===== config.mk =====
export PLATFORM = sky130hd
export DESIGN_NAME = stack_arbiter
export DESIGN_NICKNAME = d
export VERILOG_FILES = /design/src/rtl/stack_arbiter.sv
export SDC_FILE = /design/constraint.sdc
export NUM_CORES = 1
export LEC_CHECK = 0
export ABC_AREA = 1
export BUFFER_PORTS_ARGS = -buffer_cell sky130_fd_sc_hd__clkbuf_2
export CAP_MARGIN = 30
export CORE_MARGIN = 3
export CORE_UTILIZATION = 40
export CTS_BUF_LIST = sky130_fd_sc_hd__clkbuf_8 sky130_fd_sc_hd__clkbuf_16
export DETAILED_ROUTE_END_ITERATION = 12
export GPL_TIMING_DRIVEN = 0
export PLACE_DENSITY = 0.69
export SETUP_SLACK_MARGIN = 0.2
export SKIP_CTS_REPAIR_TIMING = 1
export SYNTH_ARGS = -nofsm -noshare
export SYNTH_HDL_FRONTEND = slang
export SYNTH_SLANG_ARGS = --single-unit

===== constraint.sdc =====
create_clock -name CLK -period 2.5 [get_ports CLK]
set_input_delay 0.375 -clock CLK [delete_from_list [all_inputs] [get_ports CLK]]
set_output_delay 0.375 -clock CLK [all_outputs]
set_load 0.05 [all_outputs]

===== src/rtl/stack_arbiter.sv =====
// stack_arbiter: round-robin arbiter giving two requesters push/pop access to
// one stack with a fixed four-cycle transaction (IDLE, ISSUE, WAIT, RESP).
//
// Ports
//   CLK, RST                 clock, synchronous active-high reset
//   REQx_VALID/POP/DATA      request from requester x (POP=1 pop, 0 push)
//   REQx_READY               combinational accept, IDLE only
//   RSPx_VALID               one-cycle response strobe to requester x
//   RSP_DATA, RSP_ERR        shared response payload
//   STK_PUSH/POP/DIN         strobes and data to the stack
//   STK_DOUT/FULL/EMPTY      registered stack status
//   BUSY                     FSM not in IDLE
//   ERR_CNT                  saturating error count (STACK_ARB_ERR_CNT_EN only)
//
// Optional feature macro: STACK_ARB_ERR_CNT_EN
module stack_arbiter #(
  parameter int unsigned DATA_WIDTH = 2
) (
  input  logic                  CLK,
  input  logic                  RST,
  input  logic                  REQ0_VALID,
  input  logic                  REQ1_VALID,
  input  logic                  REQ0_POP,
  input  logic                  REQ1_POP,
  input  logic [DATA_WIDTH-1:0] REQ0_DATA,
  input  logic [DATA_WIDTH-1:0] REQ1_DATA,
  output logic                  REQ0_READY,
  output logic                  REQ1_READY,
  output logic                  RSP0_VALID,
  output logic                  RSP1_VALID,
  output logic [DATA_WIDTH-1:0] RSP_DATA,
  output logic                  RSP_ERR,
  output logic                  STK_PUSH,
  output logic                  STK_POP,
  output logic [DATA_WIDTH-1:0] STK_DIN,
  input  logic [DATA_WIDTH-1:0] STK_DOUT,
  input  logic                  STK_FULL,
  input  logic                  STK_EMPTY,
  output logic                  BUSY
`ifdef STACK_ARB_ERR_CNT_EN
  ,
  output logic [7:0]            ERR_CNT
`endif
);

  typedef enum logic [1:0] {
    IDLE  = 2'd0,
    ISSUE = 2'd1,
    WAIT  = 2'd2,
    RESP  = 2'd3
  } state_t;

  state_t state_q, state_d;
  logic   last_gnt_q;
  logic   gnt_q;
  logic   op_q;
  logic   err_q;
  logic   gnt;
  logic   accept;

  // Next state, round-robin grant and the combinational handshake/strobes.
  always_comb begin
    state_d    = state_q;
    accept     = 1'b0;
    REQ0_READY = 1'b0;
    REQ1_READY = 1'b0;
    STK_PUSH   = 1'b0;
    STK_POP    = 1'b0;
    // Lone requester wins; on a tie the one not granted last wins.
    gnt = (REQ0_VALID && REQ1_VALID) ? ~last_gnt_q : REQ1_VALID;
    case (state_q)
      IDLE: begin
        if (!RST && (REQ0_VALID || REQ1_VALID)) begin
          accept  = 1'b1;
          state_d = ISSUE;
        end
      end
      ISSUE: begin
        state_d = WAIT;
        // RST gating keeps a reset-aborted request off the stack.
        if (!RST) begin
          if (op_q) STK_POP  = !STK_EMPTY;
          else      STK_PUSH = !STK_FULL;
        end
      end
      WAIT:    state_d = RESP;
      RESP:    state_d = IDLE;
      default: state_d = IDLE;
    endcase
    REQ0_READY = accept && !gnt;
    REQ1_READY = accept && gnt;
  end

  // State register, request capture and registered response outputs.
  always_ff @(posedge CLK) begin
    if (RST) begin
      state_q    <= IDLE;
      last_gnt_q <= 1'b1;
      gnt_q      <= 1'b0;
      op_q       <= 1'b0;
      err_q      <= 1'b0;
      STK_DIN    <= '0;
      RSP0_VALID <= 1'b0;
      RSP1_VALID <= 1'b0;
      RSP_DATA   <= '0;
      RSP_ERR    <= 1'b0;
      BUSY       <= 1'b0;
    end else begin
      state_q    <= state_d;
      BUSY       <= (state_d != IDLE);
      RSP0_VALID <= 1'b0;
      RSP1_VALID <= 1'b0;
      RSP_ERR    <= 1'b0;
      if (accept) begin
        gnt_q      <= gnt;
        last_gnt_q <= gnt;
        op_q       <= gnt ? REQ1_POP : REQ0_POP;
        // STK_DIN doubles as the captured push-data register.
        STK_DIN    <= gnt ? REQ1_DATA : REQ0_DATA;
      end
      if (state_q == ISSUE) begin
        err_q <= op_q ? STK_EMPTY : STK_FULL;
      end
      if (state_q == WAIT) begin
        RSP0_VALID <= !gnt_q;
        RSP1_VALID <= gnt_q;
        RSP_DATA   <= STK_DOUT;
        RSP_ERR    <= err_q;
      end
    end
  end

`ifdef STACK_ARB_ERR_CNT_EN
  // RSP_ERR is only ever high during RESP, so it marks one error response.
  always_ff @(posedge CLK) begin
    if (RST) begin
      ERR_CNT <= 8'd0;
    end else if (RSP_ERR && (ERR_CNT != 8'hFF)) begin
      ERR_CNT <= ERR_CNT + 8'd1;
    end
  end
`endif

endmodule


# --- Yosys cells after proc, flatten, opt, wreduce, memory -nomap -nowiden ---
# Index checks and enable logic that the tools add are counted.
op_classes:
  n_bitwise: 2
  reduce_logical: 13
  eq_ne: 3
  muxes: 14
op_table:
  columns: ["operator", "n"]
  rows:
  - ["1-bit 2-to-1 mux", 11]
  - ["2-bit one-hot mux with 4 select lines", 1]
  - ["1-bit logical NOT", 5]
  - ["2-bit equality test (second input constant)", 2]
  - ["1-bit logical AND", 4]
  - ["2-bit 2-to-1 mux", 2]
  - ["2-bit by 1-bit equality test with 1-bit output (second input constant)", 1]
  - ["2-bit logical NOT", 1]
  - ["1-bit inverter", 2]
  - ["2-bit nonzero test", 1]
  - ["2-bit OR reduction", 1]
  - ["1-bit logical OR", 1]
totals:
  in_bits: 14
  ff_bits: 14
  elab_cells: 43
  out_inout_bits: 12

# --- Depth between registers and ports, before layout ---
# Gate-level depths: netlist of run 1.
depth:
  word_depth: 5
  mapped_depth: 8
  depth_no_buf: 8

# --- Worst setup path after synthesis of run 1 ---
# Ideal clock, no wire load.
synth_timing:
  path_kind: "flip-flop to output port"
  from: "register state_q[0]"
  to: "output port STK_POP"
  t_required_ns: 2.125
  t_arrival_ns: 2.078
  path_buffers: 0
  stages_incl_launch_ff: 4
  path_slack_ns: 0.047
  cell_sequence: "dfxtp_1 -> ha_1 -> inv_1 -> nor4_1"
synth_via:
  elab_chain_len: 2
synth_rtl:
  columns: ["item", "line_no", "rtl"]
  rows:
  - ["start: declaration", "53", "state_t state_q, state_d;"]
  - ["start signal: assignment", "109", "state_q <= state_d;"]
  - ["2-bit by 1-bit equality test with 1-bit output", "71", "case (state_q)"]
  - ["1-bit 2-to-1 mux", "71", null]
  - ["end: declaration", "34", "output logic STK_POP,"]
# Every way passes these cells.

# --- Worst setup path in the final report of run 1 ---
layout_timing:
  from: "register state_q[0]"
  to: "output port STK_PUSH"
layout_via:
  elab_chain_len: 2
layout_rtl:
  columns: ["item", "line_no", "rtl"]
  rows:
  - ["2-bit by 1-bit equality test with 1-bit output", "71", null]
  - ["1-bit 2-to-1 mux", "71", null]
  - ["end: declaration", "33", "output logic STK_PUSH,"]
# Every way passes these cells.

==> impl_table.tex, run 1 <==
\begin{tabular}{lr}
\hline
Metric & Value \\
\hline
\multicolumn{2}{l}{\textbf{Outcome}} \\
Status & completed \\
\multicolumn{2}{l}{\textbf{Layout}} \\
Nets & 129 \\
Number of diodes added for antenna fixing & 0 \\
Proportion of layout cells with a drive suffix above 1 & between 30\% and 40\% \\
Final cell area excluding filler cells & about 830 um2 \\
Share of the core filled with cells & 59.7\% \\
Largest registers in the final layout & RSP\_DATA (2), STK\_DIN (2), state\_q (2) \\
Fillcell total & 131 \\
Synth-to-layout area growth & 30.3\% \\
\multicolumn{2}{l}{\textbf{Floorplanning}} \\
Die height & 46.0 um \\
I/O pin count & 26 \\
Cell Rows & 13 \\
Die width & roughly 46 um \\
Area enclosed by the die boundary & roughly 2100 um2 \\
Initial cell density of the core & 45.8\% \\
Core ar. & 1400 um2 \\
\multicolumn{2}{l}{\textbf{Clock network}} \\
Clk\_lat worst skew & 0.24 ns \\
Clock transition at the registers of the reported paths & 0.06 ns \\
CTS Buffer Depth & 2 \\
TritonCTS clock tree & done \\
Clock Tree Root & sky130\_fd\_sc\_hd\_\_clkbuf\_8 \\
Num CTS Buffers & 3 \\
Number of H-tree levels & 1 \\
Total clock sinks & 14 \\
\multicolumn{2}{l}{\textbf{Global routing}} \\
GR Util met2 & a little under a quarter \\
Vias in the first global route & 554 \\
Maximum number of pins on one net before global-route repair & 11 \\
GRT met3 Usage & 5.93\% \\
First-pass GRT wire length & 2.18 mm \\
Layer with the highest usage & met2 \\
Number of antenna violations at the first check in global routing & 0 \\
Total overflow reported by the global router & 0 \\
Overall routing resource usage & 14.6\% \\
GR Util met1 & 17.1\% \\
\multicolumn{2}{l}{\textbf{Flow run}} \\
Max-cap viol count & 0 \\
\multicolumn{2}{l}{\textbf{Pwr}} \\
Post-layout total power & about 940 uW \\
P\_leak & roughly 0.44 nW \\
Peak VDD IR & 593 uV \\
Power per unit of standard cell area & roughly 1100 nW/um2 \\
\multicolumn{2}{l}{\textbf{STA}} \\
Post-layout minimum cycle time & 1.87 ns \\
Fin. max-slew vios & 0 \\
Highest Clock Rate & 534 MHz \\
Max transition margin & between 80\% and 90\% \\
Final hold violation count & 0 \\
RSZ-0062 raised after global routing & false \\
Final TNS setup & 0 ns \\
Actual slew at the worst max-slew pin & 0.268 ns \\
Final critical-path share of the clock period & 74.9\% \\
Setup violators final & 0 \\
Setup skew after layout & 0.00119 ns \\
\multicolumn{2}{l}{\textbf{Synth}} \\
Top post-synthesis cells by area & sky130\_fd\_sc\_hd\_\_dfxtp\_1 (44\%), sky130\_fd\_sc\_hd\_\_nand2\_1 (12\%), sky130\_fd\_sc\_hd\_\_nor2\_1 (6.4\%), sky130\_fd\_sc\_hd\_\_ha\_1 (5.9\%), sky130\_fd\_sc\_hd\_\_inv\_1 (5.9\%) \\
Part of the Yosys area used for sequential elements & 43.7\% \\
Post-synthesis cell type with the largest combined area & sky130\_fd\_sc\_hd\_\_dfxtp\_1 \\
Post-synth top flop & sky130\_fd\_sc\_hd\_\_dfxtp\_1 \\
Most frequent cell after synthesis & sky130\_fd\_sc\_hd\_\_nand2\_1 \\
Commonest cells in the synthesized netlist & sky130\_fd\_sc\_hd\_\_nand2\_1 (20), sky130\_fd\_sc\_hd\_\_dfxtp\_1 (14), sky130\_fd\_sc\_hd\_\_nor2\_1 (11) \\
Number of enable-type register cells in the synthesized netlist & 0 \\
Net count of the mapped netlist & 100 \\
Post-Syn Area per Cell & just under 8 um2 \\
Distinct cell type count of the synthesized netlist & 18 \\
Synth Instances & 83 \\
Post-synthesis sequential element count & 14 \\
Post-Syn Area & 641 um2 \\
Synth Warn \# & 0 \\
Area fraction of the dominant cell type after synthesis & a little over two fifths \\
Proportion of register bits with asynchronous set or reset after synthesis & 0\% \\
\multicolumn{2}{l}{\textbf{Drt}} \\
DRC errors left & 0 \\
Drt wl/cell & 10.1 um \\
Via-per-instance ratio & 4.74 \\
Count of antenna-violating nets left after detailed routing & 0 \\
Post-Route WL & around 1.3 mm \\
Via Count & 597 \\
Number of optimization iterations in the first detailed-route pass & 4 \\
DRC violation total after the first TritonRoute iteration & 4 \\
\multicolumn{2}{l}{\textbf{Min path}} \\
Depth of the worst hold-timing path & 2 \\
Hold crit path type & in2reg \\
\multicolumn{2}{l}{\textbf{Critical path}} \\
Critical Path Source Type & flop \\
Data required, critical path & 2.12 ns \\
Largest driver fanout on the critical path & 3 \\
Reg-to-reg slack, setup & 1.29 ns \\
Critical Path AT & 1.50 ns \\
Nature of the critical path endpoint & output pin \\
Type of the worst setup path & reg2out \\
Depth of the most critical reg-to-reg path & 8 \\
\multicolumn{2}{l}{\textbf{Placement}} \\
Port-buffer cells & 24 \\
Area post-placement & 779 um2 \\
DPL Wire Length & 1.05 mm \\
Routability-driven placement congestion ratio & 0.723 \\
\hline
\end{tabular}
[path summary, 6_finish.rpt]
path / from / endpoint
hold reg to reg: err_q / RSP_ERR
setup reg to reg: state_q[0] / STK_DIN[1]
hold / removal: RST / STK_DIN[1]
setup / recovery: state_q[0] / STK_PUSH
[cell families (layout without fill, tap and decap cells)]
| group | Yosys count | count (layout) | synth area share, % |
|---|---|---|---|
| AOI/OAI and AO/OA | 9 | 9 | 9.38 |
| and+or+nand+nor | 41 | 41 | 30.5 |
| buffers and inverters | 16 | 44 | 10.5 |
| adders and majority gates | 3 | 3 | 5.86 |
| DFF | 14 | 14 | 43.8 |
[power breakdown]
part	leakage (nW)	internal [mW]	switching, mW	total (mW)
logic	0.298	0.114	0.297	0.411
clock network	0.0288	0.139	0.0782	0.218
registers	0.115	0.283	0.0286	0.312
total	0.442	0.537	0.404	0.941
[through the flow]
stage          instances  hold slack (ns)  worst slack [ns]
2_1_floorplan         83            0.408            0.0470
3_3_place_gp         122            0.423             0.936
5_1_grt              126            0.360             0.522
6_report             126            0.359             0.627
3_5_place_dp         122            0.423             0.892
4_1_cts              126            0.354             0.626
[worst max-delay path, stage by stage (launching register included)]
cell and delay (ns):
sky130_fd_sc_hd__dfxtp_1 0.37, sky130_fd_sc_hd__ha_1 0.22, sky130_fd_sc_hd__inv_1 0.07, sky130_fd_sc_hd__nor4_1 0.26, sky130_fd_sc_hd__clkbuf_2 0.33
[routing by layer]
metal	up-vias	wire [um]
met5	-	0
met4	0	21
met3	4	83
met2	16	626
met1	262	543
li1	315	-
[cell type report]
type                    count  area [um2]  share of cell area [%]
well taps                  15        18.8                    2.25
repair buffers             24         120                    14.4
multi-input cells          53         293                    35.1
inverters                  15        56.3                    6.75
plain buffers               1        11.3                    1.35
flip-flops and latches     14         280                    33.6
clock buffers               4        55.1                    6.60
[cells in the final DEF, fill, tap and decap left out]
cell / n
sky130_fd_sc_hd__nand2_4: 1
sky130_fd_sc_hd__nand3_1: 5
sky130_fd_sc_hd__nor2_1: 11
sky130_fd_sc_hd__o22ai_1: 1
sky130_fd_sc_hd__nand2_1: 20
sky130_fd_sc_hd__o21ai_0: 2
sky130_fd_sc_hd__buf_6: 1
sky130_fd_sc_hd__inv_1: 10
sky130_fd_sc_hd__a21oi_2: 3
sky130_fd_sc_hd__ha_1: 3
sky130_fd_sc_hd__a21oi_1: 1
sky130_fd_sc_hd__o21ai_1: 1
sky130_fd_sc_hd__o211ai_1: 1
sky130_fd_sc_hd__clkbuf_2: 24
sky130_fd_sc_hd__nor3_2: 1
sky130_fd_sc_hd__nor4_1: 2
sky130_fd_sc_hd__nor2_8: 1
sky130_fd_sc_hd__dfxtp_1: 14
sky130_fd_sc_hd__clkbuf_8: 4
sky130_fd_sc_hd__inv_2: 5
Power figures use the tool's default switching activity.
==> run 2, diff against run 1 <==
Clock period 2.5 ns to 1.9 ns, I/O delays scaled along.
==> impl_table.tex, run 2 (synthesis gave the netlist of run 1 again) <==
\begin{tabular}{lr}
\hline
Metric & Value \\
\hline
\multicolumn{2}{l}{\textbf{Outcome}} \\
Status & completed (unchanged) \\
\multicolumn{2}{l}{\textbf{Layout}} \\
Most frequent standard cell in the layout excluding fill and tap cells & sky130\_fd\_sc\_hd\_\_clkbuf\_2 (unchanged) \\
Highest-count cells in the layout ignoring fill and taps & sky130\_fd\_sc\_hd\_\_clkbuf\_2 (20), sky130\_fd\_sc\_hd\_\_nand2\_1 (19), sky130\_fd\_sc\_hd\_\_dfxtp\_1 (13) (was sky130\_fd\_sc\_hd\_\_clkbuf\_2 (24), sky130\_fd\_sc\_hd\_\_nand2\_1 (20), sky130\_fd\_sc\_hd\_\_dfxtp\_1 (14)) \\
Proportion of layout cells with a drive suffix above 1 & 42.3\% (was 36.0\%) \\
Largest registers in the final layout & RSP\_DATA (2), STK\_DIN (2), state\_q (2) (unchanged) \\
Synth-to-layout area growth & 36.1\% (was 30.3\%) \\
Share of the core filled with cells & 62.3\% (was 59.7\%) \\
Nets & 129 (unchanged) \\
Number of diodes added for antenna fixing & 0 (unchanged) \\
\multicolumn{2}{l}{\textbf{Drt}} \\
Number of optimization iterations in the first detailed-route pass & 4 (unchanged) \\
DRC violation total after the first TritonRoute iteration & 5 (was 4) \\
Post-Route WL & 1.23 mm (was 1.28 mm) \\
Via Count & 584 (was 597) \\
Count of antenna-violating nets left after detailed routing & 0 (unchanged) \\
Via-per-instance ratio & 4.63 (was 4.74) \\
DRC errors left & 0 (unchanged) \\
Drt wl/cell & 9.74 um (was 10.1 um) \\
\multicolumn{2}{l}{\textbf{Clock network}} \\
Total clock sinks & 14 (unchanged) \\
Clk\_lat worst skew & 0.24 ns (about the same) \\
CTS Buffer Depth & 2 (unchanged) \\
Number of H-tree levels & 1 (unchanged) \\
Num CTS Buffers & 3 (unchanged) \\
TritonCTS clock tree & done (unchanged) \\
Clock Tree Root & sky130\_fd\_sc\_hd\_\_clkbuf\_8 (unchanged) \\
Clock transition at the registers of the reported paths & 0.06 ns (about the same) \\
\multicolumn{2}{l}{\textbf{Min path}} \\
Hold crit path type & in2reg (unchanged) \\
Depth of the worst hold-timing path & 2 (unchanged) \\
\multicolumn{2}{l}{\textbf{Floorplanning}} \\
I/O pin count & 26 (unchanged) \\
Initial cell density of the core & 45.8\% (unchanged) \\
Die height & 46.0 um (unchanged) \\
Cell Rows & 13 (unchanged) \\
Core ar. & 1400 um2 (unchanged) \\
Die width & 46.0 um (unchanged) \\
Area enclosed by the die boundary & 2120 um2 (unchanged) \\
\multicolumn{2}{l}{\textbf{Critical path}} \\
Data required, critical path & 1.62 ns (was 2.12 ns) \\
Depth of the most critical reg-to-reg path & 8 (unchanged) \\
Critical Path Source Type & flop (unchanged) \\
Critical Path AT & 1.35 ns (was 1.50 ns) \\
Type of the worst setup path & reg2out (unchanged) \\
Nature of the critical path endpoint & output pin (unchanged) \\
Largest driver fanout on the critical path & 7 (was 3) \\
\multicolumn{2}{l}{\textbf{Global routing}} \\
Vias in the first global route & 515 (was 554) \\
Maximum number of pins on one net before global-route repair & 11 (unchanged) \\
Total overflow reported by the global router & 0 (unchanged) \\
First-pass GRT wire length & 2.01 mm (was 2.18 mm) \\
Overall routing resource usage & 13.2\% (was 14.6\%) \\
Number of antenna violations at the first check in global routing & 0 (unchanged) \\
\multicolumn{2}{l}{\textbf{Placement}} \\
Routability-driven placement congestion ratio & 0.750 (was 0.723) \\
DPL Wire Length & 969 um (was 1.05 mm) \\
Port-buffer cells & 24 (unchanged) \\
\multicolumn{2}{l}{\textbf{Pwr}} \\
P\_leak & 0.445 nW (was 0.442 nW) \\
Clock power frac & 22.8\% (was 23.1\%) \\
Portion of total power attributed to combinational logic & 44.2\% (was 43.7\%) \\
Power per unit of standard cell area & 1440 nW/um2 (was 1130 nW/um2) \\
Peak VDD IR & 747 uV (was 593 uV) \\
Switching pwr & 535 uW (was 404 uW) \\
Sequential fraction of design power & 33.0\% (was 33.1\%) \\
Internal power component & 723 uW (was 537 uW) \\
Switching Fraction & 42.5\% (was 42.9\%) \\
\multicolumn{2}{l}{\textbf{STA}} \\
Actual slew at the worst max-slew pin & 0.277 ns (was 0.268 ns) \\
Setup violators final & 0 (unchanged) \\
Final TNS setup & 0 ns (unchanged) \\
Highest Clock Rate & 611 MHz \\
Fin. max-slew vios & 0 (unchanged) \\
RSZ-0062 raised after global routing & true (was false) \\
Setup skew after layout & 0.00150 ns (was 0.00119 ns) \\
Final hold violation count & 0 (unchanged) \\
Max transition margin & 81.6\% (was 82.0\%) \\
Post-layout minimum cycle time & between 1.5 and 2 ns \\
Final critical-path share of the clock period & 86.2\% \\
\multicolumn{2}{l}{\textbf{Flow run}} \\
Max-cap viol count & 0 (unchanged) \\
\hline
\end{tabular}
run 2: cell count changes in the layout (fill, tap and decap cells not counted), moves of 2 or more:
cell / before / now
sky130_fd_sc_hd__ha_2: 0 / 2
sky130_fd_sc_hd__clkbuf_2: 24 / 20
sky130_fd_sc_hd__nor4_1: 2 / 0
sky130_fd_sc_hd__buf_4: 0 / 3
sky130_fd_sc_hd__nor4_2: 0 / 2
sky130_fd_sc_hd__ha_1: 3 / 1
run 2: layout make-up:
class,count,area [um2]
Timing Repair Buffer,24,134
Inverter,15,56.3
Fill cell,127,527
Tap cell,15,18.8
Clock buffer,4,55.1
Multi-Input combinational cell,53,315
Sequential cell,14,282
Buffer,1,11.3
run 2: worst max-delay path: stages (launching register included):
cell                      delay, ns
sky130_fd_sc_hd__dfxtp_2       0.33
sky130_fd_sc_hd__inv_1         0.08
sky130_fd_sc_hd__ha_2          0.19
sky130_fd_sc_hd__inv_2         0.07
sky130_fd_sc_hd__nor2_8        0.10
sky130_fd_sc_hd__nand2_4       0.09
sky130_fd_sc_hd__nor2_2        0.10
sky130_fd_sc_hd__buf_6         0.16
run 2: power groups by stage:
stage          clock, mW  combinational [mW]  sequential, mW
2_1_floorplan          0               0.307           0.547
3_3_place_gp           0               0.535           0.415
3_5_place_dp           0               0.541           0.417
4_1_cts            0.294               0.544           0.412
5_1_grt            0.308               0.614           0.424
6_report           0.287               0.557           0.415
run 2: per-layer routing:
metal  routed length (um)  global-route usage, %
met1                  514                   15.1
met2                  636                   22.0
met3                   65                   2.37
met4                   10                   8.52
met5                    0                      0
run 2: path summary, 6_finish.rpt:
path,start,endpoint,slack [ns]
worst max-delay path,state_q[0],REQ0_READY,0.26
worst max register to register,state_q[0],STK_DIN[1],0.76
worst min-delay path,RST,op_q,0.28
worst min register to register,err_q,RSP_ERR,0.43
run 2: through the flow:
stage | std cells | instance area (um2) | total power, mW | setup WS (ns) | hold slack [ns]
2_1_floorplan | 83 | 656 | 0.853 | 0.0940 | 0.408
3_3_place_gp | 122 | 795 | 0.950 | 0.441 | 0.425
3_5_place_dp | 122 | 795 | 0.958 | 0.419 | 0.431
4_1_cts | 126 | 850 | 1.25 | 0.152 | 0.268
5_1_grt | 126 | 872 | 1.35 | 0.181 | 0.276
6_report | 126 | 872 | 1.26 | 0.263 | 0.277
==> run 3, diff against run 2 <==
Settings changed: REMOVE_ABC_BUFFERS from default to 1.
==> impl_table.tex, run 3 (synthesis gave the netlist of run 1 again) <==
\begin{tabular}{lr}
\hline
Metric & Value \\
\hline
\multicolumn{2}{l}{\textbf{Outcome}} \\
Status & completed (unchanged) \\
\multicolumn{2}{l}{\textbf{Layout}} \\
Largest registers in the final layout & RSP\_DATA (2), STK\_DIN (2), state\_q (2) (unchanged) \\
Nets & 130 (was 129) \\
Most frequent standard cell in the layout excluding fill and tap cells & sky130\_fd\_sc\_hd\_\_clkbuf\_2 (unchanged) \\
Highest-count cells in the layout ignoring fill and taps & sky130\_fd\_sc\_hd\_\_clkbuf\_2 (21), sky130\_fd\_sc\_hd\_\_nand2\_1 (19), sky130\_fd\_sc\_hd\_\_dfxtp\_1 (13) (was sky130\_fd\_sc\_hd\_\_clkbuf\_2 (20), sky130\_fd\_sc\_hd\_\_nand2\_1 (19), sky130\_fd\_sc\_hd\_\_dfxtp\_1 (13)) \\
Count of placed standard cells in the final layout, fillers left out & 127 (was 126) \\
Number of diodes added for antenna fixing & 0 (unchanged) \\
Synth-to-layout area growth & 36.7\% (was 36.1\%) \\
Proportion of layout cells with a drive suffix above 1 & 42.0\% (was 42.3\%) \\
\multicolumn{2}{l}{\textbf{Placement}} \\
DPL Wire Length & 978 um (was 969 um) \\
Port-buffer cells & 25 (was 24) \\
Placed cells & 122 (unchanged) \\
Worst setup timing slack at the placement stage & 0.399 ns (was 0.419 ns) \\
Routability-driven placement congestion ratio & 0.662 (was 0.750) \\
\multicolumn{2}{l}{\textbf{Clock network}} \\
Clock Tree Root & sky130\_fd\_sc\_hd\_\_clkbuf\_8 (unchanged) \\
Total clock sinks & 14 (unchanged) \\
Clock transition at the registers of the reported paths & 0.06 ns (about the same) \\
Clk\_lat worst skew & 0.24 ns (about the same) \\
TritonCTS clock tree & done (unchanged) \\
Num CTS Buffers & 3 (unchanged) \\
CTS Buffer Depth & 2 (unchanged) \\
Number of H-tree levels & 1 (unchanged) \\
\multicolumn{2}{l}{\textbf{Global routing}} \\
Maximum number of pins on one net before global-route repair & 11 (unchanged) \\
Overall routing resource usage & 14.0\% (was 13.2\%) \\
Vias in the first global route & 553 (was 515) \\
Number of antenna violations at the first check in global routing & 0 (unchanged) \\
First-pass GRT wire length & 2.15 mm (was 2.01 mm) \\
Total overflow reported by the global router & 0 (unchanged) \\
\multicolumn{2}{l}{\textbf{Floorplanning}} \\
Die height & 46.0 um (unchanged) \\
Area enclosed by the die boundary & 2120 um2 (unchanged) \\
Initial cell density of the core & 45.8\% (unchanged) \\
Core ar. & 1400 um2 (unchanged) \\
Cell Rows & 13 (unchanged) \\
Die width & 46.0 um (unchanged) \\
I/O pin count & 26 (unchanged) \\
\multicolumn{2}{l}{\textbf{STA}} \\
Final critical-path share of the clock period & 84.2\% (was 86.2\%) \\
Highest Clock Rate & 625 MHz (was 611 MHz) \\
Setup violators final & 0 (unchanged) \\
Fin. max-slew vios & 0 (unchanged) \\
RSZ-0062 raised after global routing & true (unchanged) \\
Final hold violation count & 0 (unchanged) \\
Max transition margin & 77.7\% (was 81.6\%) \\
Actual slew at the worst max-slew pin & 0.335 ns (was 0.277 ns) \\
Setup skew after layout & 0.000889 ns (was 0.00150 ns) \\
Post-layout minimum cycle time & 1.60 ns (was 1.64 ns) \\
Worst Setup Slack, final & 0.300 ns (was 0.263 ns) \\
\multicolumn{2}{l}{\textbf{Critical path}} \\
Crit path cell chain & inv\_1, ha\_2, inv\_2, nor2\_8, nand2\_2, inv\_1, buf\_4 (was inv\_1, ha\_2, inv\_2, nor2\_8, nand2\_4, nor2\_2, buf\_6) \\
Nature of the critical path endpoint & output pin (unchanged) \\
Critical Path AT & 1.32 ns (was 1.35 ns) \\
Critical Path Source Type & flop (unchanged) \\
Master of the slowest instance on the critical path & sky130\_fd\_sc\_hd\_\_dfxtp\_2 (unchanged) \\
Crit path largest cell delay & 0.33 ns (about the same) \\
Data required, critical path & 1.62 ns (about the same) \\
Type of the worst setup path & reg2out (unchanged) \\
Largest driver fanout on the critical path & 3 (was 7) \\
Crit path top cell by count & sky130\_fd\_sc\_hd\_\_inv\_1 \\
\multicolumn{2}{l}{\textbf{Drt}} \\
Drt wl/cell & 9.85 um (was 9.74 um) \\
Via Count & 601 (was 584) \\
Post-Route WL & 1.25 mm (was 1.23 mm) \\
Count of antenna-violating nets left after detailed routing & 0 (unchanged) \\
DRC violation total after the first TritonRoute iteration & 6 (was 5) \\
DRC errors left & 0 (unchanged) \\
Number of optimization iterations in the first detailed-route pass & 4 (unchanged) \\
Via-per-instance ratio & 4.73 (was 4.63) \\
\multicolumn{2}{l}{\textbf{Pwr}} \\
Switching Fraction & 42.4\% (was 42.5\%) \\
Switching pwr & 538 uW (was 535 uW) \\
Peak VDD IR & 719 uV (was 747 uV) \\
Power per unit of standard cell area & 1450 nW/um2 (was 1440 nW/um2) \\
Sequential fraction of design power & 32.8\% (was 33.0\%) \\
P\_leak & 0.449 nW (was 0.445 nW) \\
Portion of total power attributed to combinational logic & 44.8\% (was 44.2\%) \\
Internal power component & 732 uW (was 723 uW) \\
Clock power frac & 22.4\% (was 22.8\%) \\
\multicolumn{2}{l}{\textbf{Flow run}} \\
Max-cap viol count & 0 (unchanged) \\
\multicolumn{2}{l}{\textbf{Min path}} \\
Hold crit path type & in2reg (unchanged) \\
\hline
\end{tabular}
## run 3: power groups by stage
stage / clock network [mW] / logic [mW] / registers [mW]
2_1_floorplan: 0 / 0.293 / 0.546
3_3_place_gp: 0 / 0.525 / 0.416
3_5_place_dp: 0 / 0.530 / 0.419
4_1_cts: 0.297 / 0.532 / 0.413
5_1_grt: 0.308 / 0.634 / 0.427
6_report: 0.285 / 0.569 / 0.416
## run 3: worst paths after layout
check	from	endpoint	slack, ns	cells after the start
worst max-delay path	state_q[0]	REQ1_READY	0.30	7
worst min-delay path	STK_DOUT[0]	RSP_DATA[0]	0.27	3
worst max register to register	state_q[0]	STK_DIN[1]	0.64	9
worst min register to register	err_q	RSP_ERR	0.44	2
## run 3: layout make-up
class | instances | area [um2]
clock buffers | 4 | 55.1
fillers | 144 | 523
inverters | 15 | 56.3
multi-input cells | 53 | 314
flip-flops and latches | 14 | 282
well taps | 15 | 18.8
repair buffers | 26 | 150
## run 3: critical path: cells and delay by family (launching register included)
family	cells	cell delay (ns)
and+or+nand+nor	2	0.18
buffers and inverters	4	0.37
adders and majority gates	1	0.18
DFF	1	0.33
## run 3: stage by stage
| step | hold slack [ns] | instance area [um2] | TNS, ns | total power, mW | utilization (%) |
|---|---|---|---|---|---|
| 2_1_floorplan | 0.347 | 629 | -0.926 | 0.839 | - |
| 3_3_place_gp | 0.424 | 773 | 0 | 0.941 | 55.3 |
| 3_5_place_dp | 0.435 | 773 | 0 | 0.949 | 55.3 |
| 4_1_cts | 0.267 | 828 | 0 | 1.24 | 59.2 |
| 5_1_grt | 0.288 | 876 | 0 | 1.37 | 62.6 |
| 6_report | 0.270 | 876 | 0 | 1.27 | 62.6 |
## run 3: metal layers
metal  global-route usage, %  up-vias  routed length, um
li1                        -      317                  -
met1                    17.4      271                495
met2                    22.3       11                677
met3                    5.93        2                 70
met4                    3.41        0                  7
met5                       0        -                  0
